## src/rtl/id_ex_reg.sv

```systemverilog
// ID/EX pipeline register.
// Captures the decoded instruction from Decode and presents it to Execute one
// clock later. Supports stall (hold), flush (bubble insert) and counts the
// bubbles inserted by flush with a saturating 16-bit counter.
// All outputs come straight from flops; there is no input-to-output path.
module id_ex_reg #(
  parameter int unsigned DATA_WIDTH = 32
) (
  input  logic                  clk,
  input  logic                  rst_n,

  // pipeline control
  input  logic                  stallE,
  input  logic                  flushE,

  // Decode-stage inputs
  input  logic                  validD,
  input  logic                  RegWriteD,
  input  logic                  ALUSrcD,
  input  logic                  MemWriteD,
  input  logic                  branchD,
  input  logic                  jumpD,
  input  logic                  jalrD,
  input  logic [3:0]            ALUControlD,
  input  logic [1:0]            ResultSrcD,
  input  logic [2:0]            AddressingControlD,
  input  logic [DATA_WIDTH-1:0] RD1D,
  input  logic [DATA_WIDTH-1:0] RD2D,
  input  logic [DATA_WIDTH-1:0] PCD,
  input  logic [DATA_WIDTH-1:0] PCPlus4D,
  input  logic [DATA_WIDTH-1:0] ImmExtD,
  input  logic [4:0]            Rs1D,
  input  logic [4:0]            Rs2D,
  input  logic [4:0]            RdD,

  // Execute-stage outputs
  output logic                  validE,
  output logic                  RegWriteE,
  output logic                  ALUSrcE,
  output logic                  MemWriteE,
  output logic                  branchE,
  output logic                  jumpE,
  output logic                  jalrE,
  output logic [3:0]            ALUControlE,
  output logic [1:0]            ResultSrcE,
  output logic [2:0]            AddressingControlE,
  output logic [DATA_WIDTH-1:0] RD1E,
  output logic [DATA_WIDTH-1:0] RD2E,
  output logic [DATA_WIDTH-1:0] PCE,
  output logic [DATA_WIDTH-1:0] PCPlus4E,
  output logic [DATA_WIDTH-1:0] ImmExtE,
  output logic [4:0]            Rs1E,
  output logic [4:0]            Rs2E,
  output logic [4:0]            RdE,
  output logic [15:0]           flushCount
);

  // control / valid state
  logic                  r_valid;
  logic                  r_regwrite;
  logic                  r_alusrc;
  logic                  r_memwrite;
  logic                  r_branch;
  logic                  r_jump;
  logic                  r_jalr;
  logic [3:0]            r_aluctrl;
  logic [1:0]            r_resultsrc;
  logic [2:0]            r_addrctrl;
  logic [4:0]            r_rd;

  // data state (not cleared by a flush; only the controls make a bubble)
  logic [DATA_WIDTH-1:0] r_rd1;
  logic [DATA_WIDTH-1:0] r_rd2;
  logic [DATA_WIDTH-1:0] r_pc;
  logic [DATA_WIDTH-1:0] r_pcplus4;
  logic [DATA_WIDTH-1:0] r_imm;
  logic [4:0]            r_rs1;
  logic [4:0]            r_rs2;

  logic [15:0]           r_flush_cnt;

  // edge qualifiers
  logic                  w_load;
  logic                  w_cnt_sat;

  // Normal load happens only when neither flush nor stall is asserted.
  always_comb begin
    w_load    = !flushE && !stallE;
    w_cnt_sat = (r_flush_cnt == '1);
  end

  // Control fields: flush clears, stall holds, load takes D gated by validD
  // so an invalid decode slot enters Execute as the same bubble as a flush.
  always_ff @(posedge clk or negedge rst_n) begin
    if (!rst_n) begin
      r_valid     <= 1'b0;
      r_regwrite  <= 1'b0;
      r_alusrc    <= 1'b0;
      r_memwrite  <= 1'b0;
      r_branch    <= 1'b0;
      r_jump      <= 1'b0;
      r_jalr      <= 1'b0;
      r_aluctrl   <= '0;
      r_resultsrc <= '0;
      r_addrctrl  <= '0;
      r_rd        <= '0;
    end else if (flushE) begin
      r_valid     <= 1'b0;
      r_regwrite  <= 1'b0;
      r_alusrc    <= 1'b0;
      r_memwrite  <= 1'b0;
      r_branch    <= 1'b0;
      r_jump      <= 1'b0;
      r_jalr      <= 1'b0;
      r_aluctrl   <= '0;
      r_resultsrc <= '0;
      r_addrctrl  <= '0;
      r_rd        <= '0;
    end else if (!stallE) begin
      r_valid     <= validD;
      r_regwrite  <= validD & RegWriteD;
      r_alusrc    <= validD & ALUSrcD;
      r_memwrite  <= validD & MemWriteD;
      r_branch    <= validD & branchD;
      r_jump      <= validD & jumpD;
      r_jalr      <= validD & jalrD;
      r_aluctrl   <= validD ? ALUControlD        : '0;
      r_resultsrc <= validD ? ResultSrcD         : '0;
      r_addrctrl  <= validD ? AddressingControlD : '0;
      r_rd        <= validD ? RdD                : '0;
    end
  end

  // Data fields: load on a normal edge, otherwise hold.
  always_ff @(posedge clk or negedge rst_n) begin
    if (!rst_n) begin
      r_rd1     <= '0;
      r_rd2     <= '0;
      r_pc      <= '0;
      r_pcplus4 <= '0;
      r_imm     <= '0;
      r_rs1     <= '0;
      r_rs2     <= '0;
    end else if (w_load) begin
      r_rd1     <= RD1D;
      r_rd2     <= RD2D;
      r_pc      <= PCD;
      r_pcplus4 <= PCPlus4D;
      r_imm     <= ImmExtD;
      r_rs1     <= Rs1D;
      r_rs2     <= Rs2D;
    end
  end

  // Saturating count of flush edges.
  always_ff @(posedge clk or negedge rst_n) begin
    if (!rst_n) begin
      r_flush_cnt <= '0;
    end else if (flushE && !w_cnt_sat) begin
      r_flush_cnt <= r_flush_cnt + 16'd1;
    end
  end

  assign validE             = r_valid;
  assign RegWriteE          = r_regwrite;
  assign ALUSrcE            = r_alusrc;
  assign MemWriteE          = r_memwrite;
  assign branchE            = r_branch;
  assign jumpE              = r_jump;
  assign jalrE              = r_jalr;
  assign ALUControlE        = r_aluctrl;
  assign ResultSrcE         = r_resultsrc;
  assign AddressingControlE = r_addrctrl;
  assign RD1E               = r_rd1;
  assign RD2E               = r_rd2;
  assign PCE                = r_pc;
  assign PCPlus4E           = r_pcplus4;
  assign ImmExtE            = r_imm;
  assign Rs1E               = r_rs1;
  assign Rs2E               = r_rs2;
  assign RdE                = r_rd;
  assign flushCount         = r_flush_cnt;

endmodule

```

## config.mk

```make
export PLATFORM = sky130hd
export DESIGN_NAME = id_ex_reg
export DESIGN_NICKNAME = d
export VERILOG_FILES = /design/src/rtl/id_ex_reg.sv
export SDC_FILE = /design/constraint.sdc
export NUM_CORES = 1
export LEC_CHECK = 0
export BUFFER_PORTS_ARGS = -buffer_cell sky130_fd_sc_hd__buf_2
export CORE_AREA = 2 2 154 156
export CTS_CLUSTER_DIAMETER = 40
export DETAILED_ROUTE_END_ITERATION = 8
export DIE_AREA = 0 0 156 158
export HOLD_SLACK_MARGIN = 0.03
export PLACE_DENSITY = 0.67
export SETUP_SLACK_MARGIN = 0.5
export SLEW_MARGIN = 15
export SYNTH_ARGS = -nofsm -noshare
export SYNTH_HDL_FRONTEND = slang
export SYNTH_SLANG_ARGS = --single-unit
```

## constraint.sdc

```tcl
create_clock -name clk -period 3.7 [get_ports clk]
set_input_delay 0.555 -clock clk [delete_from_list [all_inputs] [get_ports clk]]
set_output_delay 0.555 -clock clk [all_outputs]
set_load 0.02 [all_outputs]
```

==> results.txt <==
status = complete, no violations
Worst path depth = 5
Fill cells = 2,057
max-slew violations = 0
Clock transition at path regs = 0.06 ns
DRT iter0 DRCs = 210
final RePlAce weighted congestion = 0.769
GRT Overall Usage = 14.5%
met2 global-route usage = 26.0%
HPWL after DPL = 14,000 um
die span in y = 158 um
flop-to-flop setup slack = 1.68 ns
routed wire length = 19,200 um
met1 Usage GRT = 17.0%
max frequency = 496 MHz
cts repair resizes = 0
TritonCTS clock tree = yes
Area Growth Syn to Fin = 43.4%
port bufs = 401
Sequential Power Share = 40.1%
r2r endpoint = flushCount[1]
Sw Ratio = 29.4%
Tmin final = 2.02 ns
Period Utilization, post-route = 54.5%
sequential share of the synthesized area = 66.5%
total CTS buffers = 29
Slew HR = 41.9%
Crit Path Max Fanout = 8
final setup vio count = 0
clock sink count = 207
setup ws final = 1.68 ns
deepest clock path buffer count = 3
Ports = 402
Cell Rows = 56
Via density = 4.57
Internal = 0.00490 W
Arr. time, crit path = 2.43 ns
CTS H-tree depth = 1
initial antenna violation count = 0
R2R depth = 5
EDFF count, synth = 0
mapped cell area = 7790 um^2
Post-layout nets = 1,095
multi-input combinational cell area = 2500 um^2
Synth Warn # = 0
worst slew pin tran = 0.871 ns
drt pass-1 iters = 4
peak supply drop = 0.415 mV
ant diodes = 0
slowest stage cell on the critical path = or4_1
ranking of synthesized cells by area = dfrtp_1, mux2_2, a22o_1, buf_2, xnor2_1
Mapped Nets = 677
Max Clock Skew = 0.00521 ns
Worst Hold Class = in -> async
initial core utilization = 33.8%
FF-to-FF Start = flushCount[0]
most common cell in the synthesized netlist = dfrtp_1
Main synth FF type = dfrtp_1
core outline area = 23,100 um^2
combinational power share = 19.6%
Die ar. = 24,600 um^2
antenna violation net count after detailed routing = 0
clk_lat worst skew = 0.52 ns
postcts setup bufs = 0
met3 Use GR = 4.30%
crit-path cells = ha_1, nand4_1, or4_1, nand2_4, mux2_4
Netlist cell types = 28
switching power = 0.00204 W
Remaining DRCs = 0
GR peak layer = met2
vias in the first global route = 5,544
Crit. End Element = register
Clock power frac = 40.3%
first-pass GRT wire length = 29,000 um
synthesized flop and latch total = 207
pin count of the biggest net entering global routing = 109
drt wl/cell = 15.8 um
WS Path Type = reg -> reg
DP Worst Slack = 1.55 ns
hold_buf cts = 0
power per cell area = 621 nW/um^2
max incr delay on CP = 0.62 ns
via count = 5,536
Yosys top cell area share = 66.5%
Startpoint Class = register
RSZ-0062 raised after global routing = false
total congestion overflow = 0
Synth Instances = 481
Commonest cells post-synth = dfrtp_1, mux2_2, a22o_1, buf_2
Die Width = 156 um
Top Family by Delay on Critical Path = simple AND/OR/NAND/NOR gates
Register Area = 5180 um^2
max-cap violation count = 0
Hold Violations, Final = 0
syn avg cell area = 16.2 um^2
CTS Root Cell = clkbuf_16
TNS Setup = 0 ns
largest area contributor in the netlist = dfrtp_1
Async S/R FF share, synth = 100%
buffer and inverter count on the worst path = 0
Critical Path RT = 4.11 ns
Pleak = 5.53 nW
layout cells sized above 1 = 69.3%
[worst register-to-register path: stages, from the launching register on]
cell	delay, ns
dfrtp_1	0.45
ha_1	0.24
nand4_1	0.13
or4_1	0.62
nand2_4	0.16
mux2_4	0.30
[worst max-delay path by stage]
stage | endpoint | from
finish | flushCount[1] | flushCount[0]
global route | flushCount[1] | flushCount[0]
CTS | flushCount[1] | flushCount[0]
detailed placement | RD2E[30] | flushE
global placement | RD2E[19] | flushE
floorplan | flushCount[1] | flushCount[0]
[state kept, by name, indices dropped and copies added (netlist names), 2 cells and up]
register and cells:
RdE 5, RD2E 32, flushCount 16, Rs1E 5
ALUControlE 4, PCPlus4E 32, RD1E 32, PCE 32
AddressingControlE 3, ResultSrcE 2, ImmExtE 32, Rs2E 5
[layout make-up]
| cell class | instances | share of cell area, % |
|---|---|---|
| Multi-Input combinational cell | 251 | 22.4 |
| Timing Repair Buffer | 410 | 19.0 |
| Clock inverter | 20 | 2.09 |
| Clock buffer | 34 | 6.93 |
| Tap cell | 290 | 3.25 |
| Sequential cell | 207 | 46.4 |
[cells by family (layout without fill, tap and decap cells)]
family / after synthesis / after routing / synth area share [%]
compound gates: 27 / 27 / 2.79
simple gates: 41 / 41 / 3.02
mux: 172 / 172 / 24.9
fa+ha+maj: 1 / 1 / 0.161
buf+inv: 23 / 464 / 1.49
flops: 207 / 207 / 66.5
xor+xnor: 10 / 10 / 1.12
[routing by layer]
metal	part of all wire, %	vias up
met5	0	-
met2	51	255
met3	8.6	34
met4	1.9	0
met1	39	2675
li1	-	2572
[layout by cell type, fill, tap and decap left out, types with 4 or more instances in the layout]
cell	netlist	layout
inv_6	0	4
a22o_1	20	20
buf_2	18	400
clkbuf_8	0	4
mux2_2	171	171
and3_1	4	4
nand4_1	8	8
dfrtp_1	207	207
nand2_1	7	7
clkbuf_16	0	29
clkinv_4	0	7
nand3_1	5	5
buf_4	0	6
xnor2_1	8	8
[per-stage QoR]
step | cell area (um^2) | hold slack (ns) | cells | util, % | total power (W)
3_5_place_dp | 10200 | 0.460 | 1158 | 44.1 | 0.00420
3_3_place_gp | 10200 | 0.460 | 1158 | 44.1 | 0.00417
2_1_floorplan | 7790 | 0.259 | 481 | - | 0.00359
4_1_cts | 11200 | 0.165 | 1212 | 48.5 | 0.00704
6_report | 11200 | 0.158 | 1212 | 48.5 | 0.00694
5_1_grt | 11200 | 0.211 | 1212 | 48.5 | 0.00726
[power groups by stage]
stage                     clock (W)  combinational (W)  sequential (W)
after floorplan                   0           0.000384         0.00321
after global placement            0            0.00136         0.00281
after detailed placement          0            0.00138         0.00281
after CTS                   0.00288            0.00138         0.00278
after global routing        0.00297            0.00147         0.00282
final                       0.00280            0.00136         0.00278
No activity file was read; power rests on OpenSTA's default activity.
